**config.mk**
```make
export PLATFORM = sky130hd
export DESIGN_NAME = store_align_split_flat
export DESIGN_NICKNAME = d
export VERILOG_FILES = /design/src/rtl/store_align_split_if.sv /design/src/rtl/store_align_split.sv /design/src/flat_wrapper.sv
export SDC_FILE = /design/constraint.sdc
export NUM_CORES = 1
export LEC_CHECK = 0
export CAP_MARGIN = 0
export CORE_MARGIN = 5
export CORE_UTILIZATION = 52
export CTS_CLUSTER_DIAMETER = 50
export DETAILED_ROUTE_END_ITERATION = 8
export GPL_ROUTABILITY_DRIVEN = 1
export PLACE_DENSITY = 0.81
export SLEW_MARGIN = 20
export SYNTH_ARGS = -nofsm -noshare
export SYNTH_HDL_FRONTEND = slang
export SYNTH_SLANG_ARGS = --single-unit
export TNS_END_PERCENT = 5
```
**constraint.sdc**
```tcl
create_clock -name clk -period 2.7 [get_ports clk]
set_clock_uncertainty 0.05 [all_clocks]
set_input_delay 0.405 -clock clk [delete_from_list [all_inputs] [get_ports clk]]
set_output_delay 0.405 -clock clk [all_outputs]
set_load 0.01 [all_outputs]
```
**src/rtl/store_align_split_if.sv**
```systemverilog
// Store request, data-memory bus beat and completion signals of the store align/split unit.
// The slave modport is the unit itself; master is the core/bus side driving it.
interface store_align_split_if #(
   parameter int unsigned XLEN   = 32,
   parameter int unsigned ADDR_W = 32
);
   localparam int unsigned NB = XLEN / 8;

   logic              req_valid;
   logic              req_ready;
   logic [ADDR_W-1:0] req_addr;
   logic [1:0]        req_size;
   logic [XLEN-1:0]   req_data;

   logic              mem_valid;
   logic              mem_ready;
   logic [ADDR_W-1:0] mem_addr;
   logic [XLEN-1:0]   mem_wdata;
   logic [NB-1:0]     mem_wstrb;

   logic              rsp_valid;
   logic              rsp_fault;
   logic              rsp_split;

   modport slave (
      input  req_valid, req_addr, req_size, req_data, mem_ready,
      output req_ready, mem_valid, mem_addr, mem_wdata, mem_wstrb,
      output rsp_valid, rsp_fault, rsp_split
   );

   modport master (
      output req_valid, req_addr, req_size, req_data, mem_ready,
      input  req_ready, mem_valid, mem_addr, mem_wdata, mem_wstrb,
      input  rsp_valid, rsp_fault, rsp_split
   );
endinterface

```
**src/rtl/store_align_split.sv**
```systemverilog
// Store alignment/split unit: positions store data and strobes on the bus word and issues one
// or two aligned beats, or reports a fault for illegal/disallowed misaligned stores.
module store_align_split #(
   parameter int unsigned XLEN             = 32,
   parameter int unsigned ADDR_W           = 32,
   parameter bit          ALLOW_MISALIGNED = 1'b1
) (
   input  logic               clk,
   input  logic               resetn,
   store_align_split_if.slave bus
);
   localparam int unsigned NB  = XLEN / 8;
   localparam int unsigned OFS = $clog2(NB);

   typedef enum logic [1:0] {StIdle, StBeat0, StBeat1, StResp} state_e;

   state_e state_q, state_d;
   logic   load;

   logic [ADDR_W-1:0] b0_addr_q, b1_addr_q;
   logic [XLEN-1:0]   b0_data_q, b1_data_q;
   logic [NB-1:0]     b0_strb_q, b1_strb_q;
   logic              split_q, fault_q;

   logic [3:0]        nbytes;
   logic [2:0]        align_mask;
   logic [NB-1:0]     size_mask;
   logic [XLEN-1:0]   data_m;
   logic [OFS-1:0]    off;
   logic [2*XLEN-1:0] data_sh;
   logic [2*NB-1:0]   strb_sh;
   logic [ADDR_W-1:0] base;
   logic              illegal, misaligned, split, fault;

   // Request decode, evaluated every cycle and captured only on accept.
   always_comb begin
      nbytes     = 4'd1 << bus.req_size;
      align_mask = 3'(nbytes - 4'd1);
      size_mask  = '0;
      data_m     = '0;
      for (int i = 0; i < int'(NB); i++) begin
         size_mask[i]    = (i < int'(nbytes));
         data_m[8*i +: 8] = size_mask[i] ? bus.req_data[8*i +: 8] : 8'h00;
      end
   end

   assign off        = bus.req_addr[OFS-1:0];
   assign data_sh    = {{XLEN{1'b0}}, data_m} << {off, 3'b000};
   assign strb_sh    = {{NB{1'b0}}, size_mask} << off;
   assign base       = {bus.req_addr[ADDR_W-1:OFS], {OFS{1'b0}}};
   assign illegal    = (XLEN == 32) && (bus.req_size == 2'd3);
   assign misaligned = |(bus.req_addr[2:0] & align_mask);
   assign split      = |strb_sh[2*NB-1:NB];
   assign fault      = illegal || (misaligned && !ALLOW_MISALIGNED);

   always_comb begin
      state_d = state_q;
      load    = 1'b0;
      unique case (state_q)
         StIdle: begin
            if (bus.req_valid) begin
               load    = 1'b1;
               state_d = fault ? StResp : StBeat0;
            end
         end
         StBeat0: begin
            if (bus.mem_ready) state_d = split_q ? StBeat1 : StResp;
         end
         StBeat1: begin
            if (bus.mem_ready) state_d = StResp;
         end
         StResp:  state_d = StIdle;
         default: state_d = StIdle;
      endcase
   end

   always_ff @(posedge clk or negedge resetn) begin
      if (!resetn) begin
         state_q <= StIdle;
      end else begin
         state_q <= state_d;
      end
   end

   always_ff @(posedge clk or negedge resetn) begin
      if (!resetn) begin
         b0_addr_q <= '0;
         b0_data_q <= '0;
         b0_strb_q <= '0;
         b1_addr_q <= '0;
         b1_data_q <= '0;
         b1_strb_q <= '0;
         split_q   <= 1'b0;
         fault_q   <= 1'b0;
      end else if (load) begin
         b0_addr_q <= base;
         b0_data_q <= data_sh[XLEN-1:0];
         b0_strb_q <= strb_sh[NB-1:0];
         b1_addr_q <= base + ADDR_W'(NB);
         b1_data_q <= data_sh[2*XLEN-1:XLEN];
         b1_strb_q <= strb_sh[2*NB-1:NB];
         split_q   <= split;
         fault_q   <= fault;
      end
   end

   // Bus outputs are zero outside beat states so reset and idle present a quiet bus.
   always_comb begin
      bus.req_ready = (state_q == StIdle);
      bus.mem_valid = (state_q == StBeat0) || (state_q == StBeat1);
      bus.mem_addr  = '0;
      bus.mem_wdata = '0;
      bus.mem_wstrb = '0;
      if (state_q == StBeat0) begin
         bus.mem_addr  = b0_addr_q;
         bus.mem_wdata = b0_data_q;
         bus.mem_wstrb = b0_strb_q;
      end else if (state_q == StBeat1) begin
         bus.mem_addr  = b1_addr_q;
         bus.mem_wdata = b1_data_q;
         bus.mem_wstrb = b1_strb_q;
      end
      bus.rsp_valid = (state_q == StResp);
      bus.rsp_fault = (state_q == StResp) && fault_q;
      bus.rsp_split = (state_q == StResp) && split_q;
   end
endmodule

```
**src/flat_wrapper.sv**
```systemverilog
// flat-port wrapper written by rule: the top's interface ports become plain ports
module store_align_split_flat 
#(
   parameter int unsigned XLEN             = 32,
   parameter int unsigned ADDR_W           = 32,
   parameter bit          ALLOW_MISALIGNED = 1'b1
)
  (clk, resetn, bus_req_valid, bus_req_addr, bus_req_size, bus_req_data, bus_mem_ready, bus_req_ready, bus_mem_valid, bus_mem_addr, bus_mem_wdata, bus_mem_wstrb, bus_rsp_valid, bus_rsp_fault, bus_rsp_split);
  store_align_split_if #(.XLEN(XLEN), .ADDR_W(ADDR_W)) bus_i ();
  input  logic clk;
  input  logic resetn;
  input wire logic [$bits(bus_i.req_valid)-1:0] bus_req_valid;
  input wire logic [$bits(bus_i.req_addr)-1:0] bus_req_addr;
  input wire logic [$bits(bus_i.req_size)-1:0] bus_req_size;
  input wire logic [$bits(bus_i.req_data)-1:0] bus_req_data;
  input wire logic [$bits(bus_i.mem_ready)-1:0] bus_mem_ready;
  output wire logic [$bits(bus_i.req_ready)-1:0] bus_req_ready;
  output wire logic [$bits(bus_i.mem_valid)-1:0] bus_mem_valid;
  output wire logic [$bits(bus_i.mem_addr)-1:0] bus_mem_addr;
  output wire logic [$bits(bus_i.mem_wdata)-1:0] bus_mem_wdata;
  output wire logic [$bits(bus_i.mem_wstrb)-1:0] bus_mem_wstrb;
  output wire logic [$bits(bus_i.rsp_valid)-1:0] bus_rsp_valid;
  output wire logic [$bits(bus_i.rsp_fault)-1:0] bus_rsp_fault;
  output wire logic [$bits(bus_i.rsp_split)-1:0] bus_rsp_split;
  assign bus_i.req_valid = bus_req_valid;
  assign bus_i.req_addr = bus_req_addr;
  assign bus_i.req_size = bus_req_size;
  assign bus_i.req_data = bus_req_data;
  assign bus_i.mem_ready = bus_mem_ready;
  assign bus_req_ready = bus_i.req_ready;
  assign bus_mem_valid = bus_i.mem_valid;
  assign bus_mem_addr = bus_i.mem_addr;
  assign bus_mem_wdata = bus_i.mem_wdata;
  assign bus_mem_wstrb = bus_i.mem_wstrb;
  assign bus_rsp_valid = bus_i.rsp_valid;
  assign bus_rsp_fault = bus_i.rsp_fault;
  assign bus_rsp_split = bus_i.rsp_split;
  store_align_split #(.XLEN(XLEN), .ADDR_W(ADDR_W), .ALLOW_MISALIGNED(ALLOW_MISALIGNED)) u_core (.clk(clk), .resetn(resetn), .bus(bus_i));
endmodule
```
# ---- Word-level counts from Yosys, hierarchy flattened
# Index checks and enable logic that the tools add are counted.
dict set report op_classes {
  addsub 1
  n_shift 3
  muxes 18
  magnitude_cmp 4
  eq_ne 7
  reduce_logical 6
}
# cell n
set op_table {}
lappend op_table {{2-to-1 mux 32 bit} 4}
lappend op_table {{left shift 32 x 5 -> 64 bit} 1}
lappend op_table {{adder 32 x 3 -> 32 bit (second input constant)} 1}
lappend op_table {{2-to-1 mux 8 bit} 4}
lappend op_table {{less-than comparator 1 x 4 -> 1 bit (first input constant)} 2}
lappend op_table {{less-than comparator 2 x 4 -> 1 bit (first input constant)} 2}
lappend op_table {{2-to-1 mux 2 bit} 4}
lappend op_table {{2-to-1 mux 4 bit} 2}
lappend op_table {{one-hot mux 2 bit (4 select lines)} 1}
lappend op_table {{left shift 4 x 2 -> 8 bit} 1}
lappend op_table {{== test 2 bit (second input constant)} 3}
lappend op_table {{!= test 2 bit (second input constant)} 3}
lappend op_table {{OR reduction 4 bit} 1}
lappend op_table {{left shift 1 x 2 -> 4 bit (first input constant)} 1}
lappend op_table {{2-to-1 mux 1 bit} 3}
lappend op_table {{AND reduction 3 bit} 1}
lappend op_table {{== test 2 x 1 -> 1 bit (second input constant)} 1}
lappend op_table {{logical AND 1 bit} 2}
lappend op_table {{zero test 2 bit} 1}
lappend op_table {{logical OR 1 bit} 1}
dict set report word_totals {
  word_cells 48
  register_bits 138
  out_inout_bits 73
  inputBits 70
}

# ---- Logic depth before layout (Yosys ltp)
dict set report depth {
  ltp_word 4
  depth_mapped 8
  ltp_nobuf 6
}

# ---- Least setup slack after synthesis
# OpenSTA, ideal clock, no wires.
dict set report synth_timing {
  path_kind {register -> output}
  startpoint {register u_core.state_q[0]}
  endpoint {output port bus_mem_wdata[10]}
  path_buffers 2
  stages_incl_launch_ff 7
  arrival_time_ns 1.607
  required_time_ns 2.245
  path_slack_ns 0.638
  path_cell_list {dfrtp_1 -> inv_1 -> ha_1 -> clkbuf_1 -> buf_1 -> nand2_1 -> o21ai_0}
}
dict set report synth_between {
  elab_chain_cells 3
  elab_cells_between_ends 4
  cone_classes {eq/ne: 2; mux: 2}
}
# element line
set synth_lines {}
lappend synth_lines {{from (decl)} store_align_split.sv:17} ;# state_e state_q, state_d;
lappend synth_lines {{from (signal assigned)} store_align_split.sv:79} ;# state_q <= StIdle;
lappend synth_lines {{from (signal assigned)} store_align_split.sv:81} ;# state_q <= state_d;
lappend synth_lines {{== test 2 bit} store_align_split.sv:118} ;# end else if (state_q == StBeat1) begin
lappend synth_lines {{2-to-1 mux 32 bit} store_align_split.sv:118}
lappend synth_lines {{2-to-1 mux 32 bit *} store_align_split.sv:114} ;# if (state_q == StBeat0) begin
lappend synth_lines {{to (decl)} flat_wrapper.sv:20} ;# output wire logic [$bits(bus_i.mem_wdata)-1:0] bus_mem_wdata;
# Mark *: on every way between the ends. The rest lies on a longest branch, timed or not.

# ---- Worst setup path after layout
dict set report layout_timing {
  startpoint {register u_core.state_q[1]}
  endpoint {output port bus_mem_wdata[30]}
}
# The elaborated chain is that of the path after synthesis.

==> flow_summary_export.csv <==
group,metric,value,unit
run_status,outcome,"finished clean",
sta,slew_headroom,0.470,
worst_setup_path,ff2ff_setup_slack,0.42,ns
sta,max_freq,0.381,GHz
worst_setup_path,startpoint_type,"flip-flop",
clocking,root_buffer,"clkbuf_16",
worst_setup_path,crit_type,"flip-flop to primary output",
run,maxCapViolations,0,
grt,grt.total_usage,0.262,
sta,tightest_slew,0.791,ns
route,vias,6710,
worst_setup_path,worstSetupEndpointType,"primary output",
clocking,cts_buffers,17,
power,p_sw,0.00343,W
power,fin_total_pwr,0.00940,W
logic_synthesis,synthArstFlopShare,1.00,
finish,multi_input_area,0.00334,mm^2
die,start_util,0.534,
logic_synthesis,syn_area,0.00679,mm^2
logic_synthesis,yosysTopAreaCellShare,0.468,
placement,finalWeightedCongestion,0.924,
sta,hold_viol_final,0,
placement,place_area,0.00848,mm^2
finish,drive_above_1_share,0.105,
sta,setup_tns,0,ns
die,die_x,124,um
clocking,clk_transition_reported_paths,0.06,ns
worst_setup_path,cp_max_fo,19,
logic_synthesis,synthCells,816,
logic_synthesis,synth_flop_cell,"dfrtp_1",
power,p_sw_frac,0.365,
sta,fin_ws,0.0779,ns
grt,antenna_found_initial,0,
sta,slew_violations,0,
logic_synthesis,synth.distinct_cells,50,
route,wire_per_inst,18.2,um
placement,pre_cts_slack,0.154,ns
worst_setup_path,crit_required,2.25,ns
power,ir_worst_vdd,525,uV
clocking,clk_path_buf_depth,2,
logic_synthesis,ys_seq_elements,127,
route,drt_iter0_markers,648,
clocking,cts_tree,"built",
sta,rsz0062_at_grt,"true",
logic_synthesis,synthTopCellsByArea,"dfrtp_1 47%, nand2_1 15%, o21ai_0 7.6%, clkbuf_1 2.8%, mux2_2 2.8%",
finish,finish.instance_area,0.00913,mm^2
placement,hpwl,13800,um
sta,fin_crit,2.62,ns
finish,nFillCells,997,
worst_setup_path,cp_data_arrival_time,2.17,ns
min_path,hp-class,"input pin to asynchronous set/reset pin",
route,drc,0,
power,power_density,1030,mW/mm^2
route,vias_per_cell,5.90,
power,p_int,0.00597,W
grt,grt_pass1_vias,6438,
sta,setup_viol,0,
die,rows,41,
grt,overflow,0,
power,p_clk_frac,0.241,
route,ant_nets,0,
finish,diodes,0,
power,pwr-share-comb,0.418,
finish,area_delta_synth_final,34.4,%
finish,fin_nets,1030,
finish,regArea,0.00318,mm^2
die,io_pins,143,
logic_synthesis,yosys_warnings,0,
power,cellLeakagePower,4.18,nW
route,routed_wirelength,20700,um
die,design.die.area,0.0154,mm^2
clocking,clock_latency,0.42,ns
grt,grt_max_degree,72,
clocking,htreeDepth,4,
power,seq_power_share,0.341,
sta,final.period_utilization,0.971,
placement,port_buffers,140,
logic_synthesis,avgSynthCellArea,8.32,um^2
route,firstDrtPassIters,5,
die,core,0.0127,mm^2
logic_synthesis,ys_seq_area_frac,0.468,
logic_synthesis,synth_top_area_cell,"dfrtp_1",
clocking,clock_sinks,127,
logic_synthesis,synth_edf_count,0,
grt,grt_pass1_wl,33100,um
die,dieHeight,124,um
layout by cell type, fill, tap and decap left out, types with 10 or more instances in the layout:
cell / n
nor2_1: 29
or4_1: 10
a31oi_1: 19
and2_1: 18
mux2_2: 17
o21ai_1: 20
buf_4: 33
a22o_1: 16
dfrtp_1: 126
nand2_1: 263
o21ai_0: 92
clkbuf_16: 18
o31ai_1: 12
dlygate4sd2_1: 44
clkdlybuf4s50_1: 90
nand3_1: 16
worst paths after layout:
kind | start | endpoint | cells past startpoint
max reg2reg | u_core.state_q[1] | u_core.b1_data_q[6] | 6
max | u_core.state_q[1] | bus_mem_wdata[30] | 5
max in group asynchronous | resetn | u_core.b1_data_q[3] | 3
min | resetn | u_core.b1_addr_q[12] | 2
min in group clk | u_core.b0_addr_q[23] | u_core.b0_addr_q[23] | 2
min reg2reg | u_core.b0_addr_q[23] | u_core.b0_addr_q[23] | 2
cell type report:
| class | count | share of cell area |
|---|---|---|
| Multi-Input combinational cell | 618 | 0.366 |
| Sequential cell | 127 | 0.348 |
| Timing Repair Buffer | 183 | 0.196 |
| Clock buffer | 25 | 0.0554 |
| Tap cell | 172 | 0.0236 |
| Clock inverter | 6 | 0.00877 |
| Inverter | 7 | 0.00288 |
flip-flops by register name (all words and copies together) (netlist names):
register and cells:
u_core.b0_addr_q 30, u_core.b1_data_q 24, u_core.b0_data_q 32, u_core.b1_addr_q 30, u_core.state_q 2, u_core.split_q 1, u_core.fault_q 1, u_core.b1_strb_q 3
u_core.b0_strb_q 4
per-layer routing:
metal	up-vias	GRT usage	share of wire	wire, um
li1	3100	-	-	-
met1	3231	0.342	0.41	8480
met2	331	0.416	0.48	9980
met3	48	0.0716	0.082	1700
met4	0	0.104	0.025	520
met5	-	0	0	0
critical path, cell delays in order (launching register included):
cell and delay [ns]:
dfrtp_1 0.44, inv_2 0.14, ha_4 0.25, buf_6 0.19
and2_1 0.16, clkdlybuf4s50_1 0.56
cell usage after synthesis, types with 7 or more instances:
cell,n
a221o_1,8
nand2_1,264
a32oi_1,7
or4_1,10
o21ai_0,103
nor2_1,29
nand4_1,8
dfrtp_1,127
o31ai_1,12
a22o_1,16
and2_1,19
o21ai_1,9
xor2_1,7
a2bb2oi_1,8
a31oi_1,19
mux2_2,17
clkbuf_1,51
nand3_1,16
stage by stage:
step	hold slack, ns	std cells	utilization
after floorplan	0.0594	817	-
after global placement	0.221	1098	0.666
after detailed placement	0.222	1098	0.666
after CTS	0.316	1134	0.712
after global routing	0.344	1138	0.718
final	0.329	1138	0.718
power by group through the flow:
stage	combinational [W]	sequential (W)	clock, W
after detailed placement	0.00394	0.00321	0
after CTS	0.00383	0.00319	0.00229
after global routing	0.00433	0.00330	0.00236
final	0.00393	0.00321	0.00226
after floorplan	0.00215	0.00309	0
after global placement	0.00385	0.00318	0
cells by family after synthesis:
logic type                 synth area share
AOI/OAI and AO/OA                     0.189
buffers and inverters                0.0461
other                              0.000552
adders and majority gates            0.0111
DFF                                   0.468
xor gates and xnor gates             0.0155
muxes                                0.0282
and+or+nand+nor                       0.241
what timing repair did:
item,CTS,global route
pin swaps,0,1
hold buffers,1,0
endpoints found under the setup margin,66,22
setup buffers,4,3
endpoints found under the hold margin,12,0
gates resized for setup,58,8
gates cloned,0,1
Note: power is estimated with default switching activity, not from simulation.
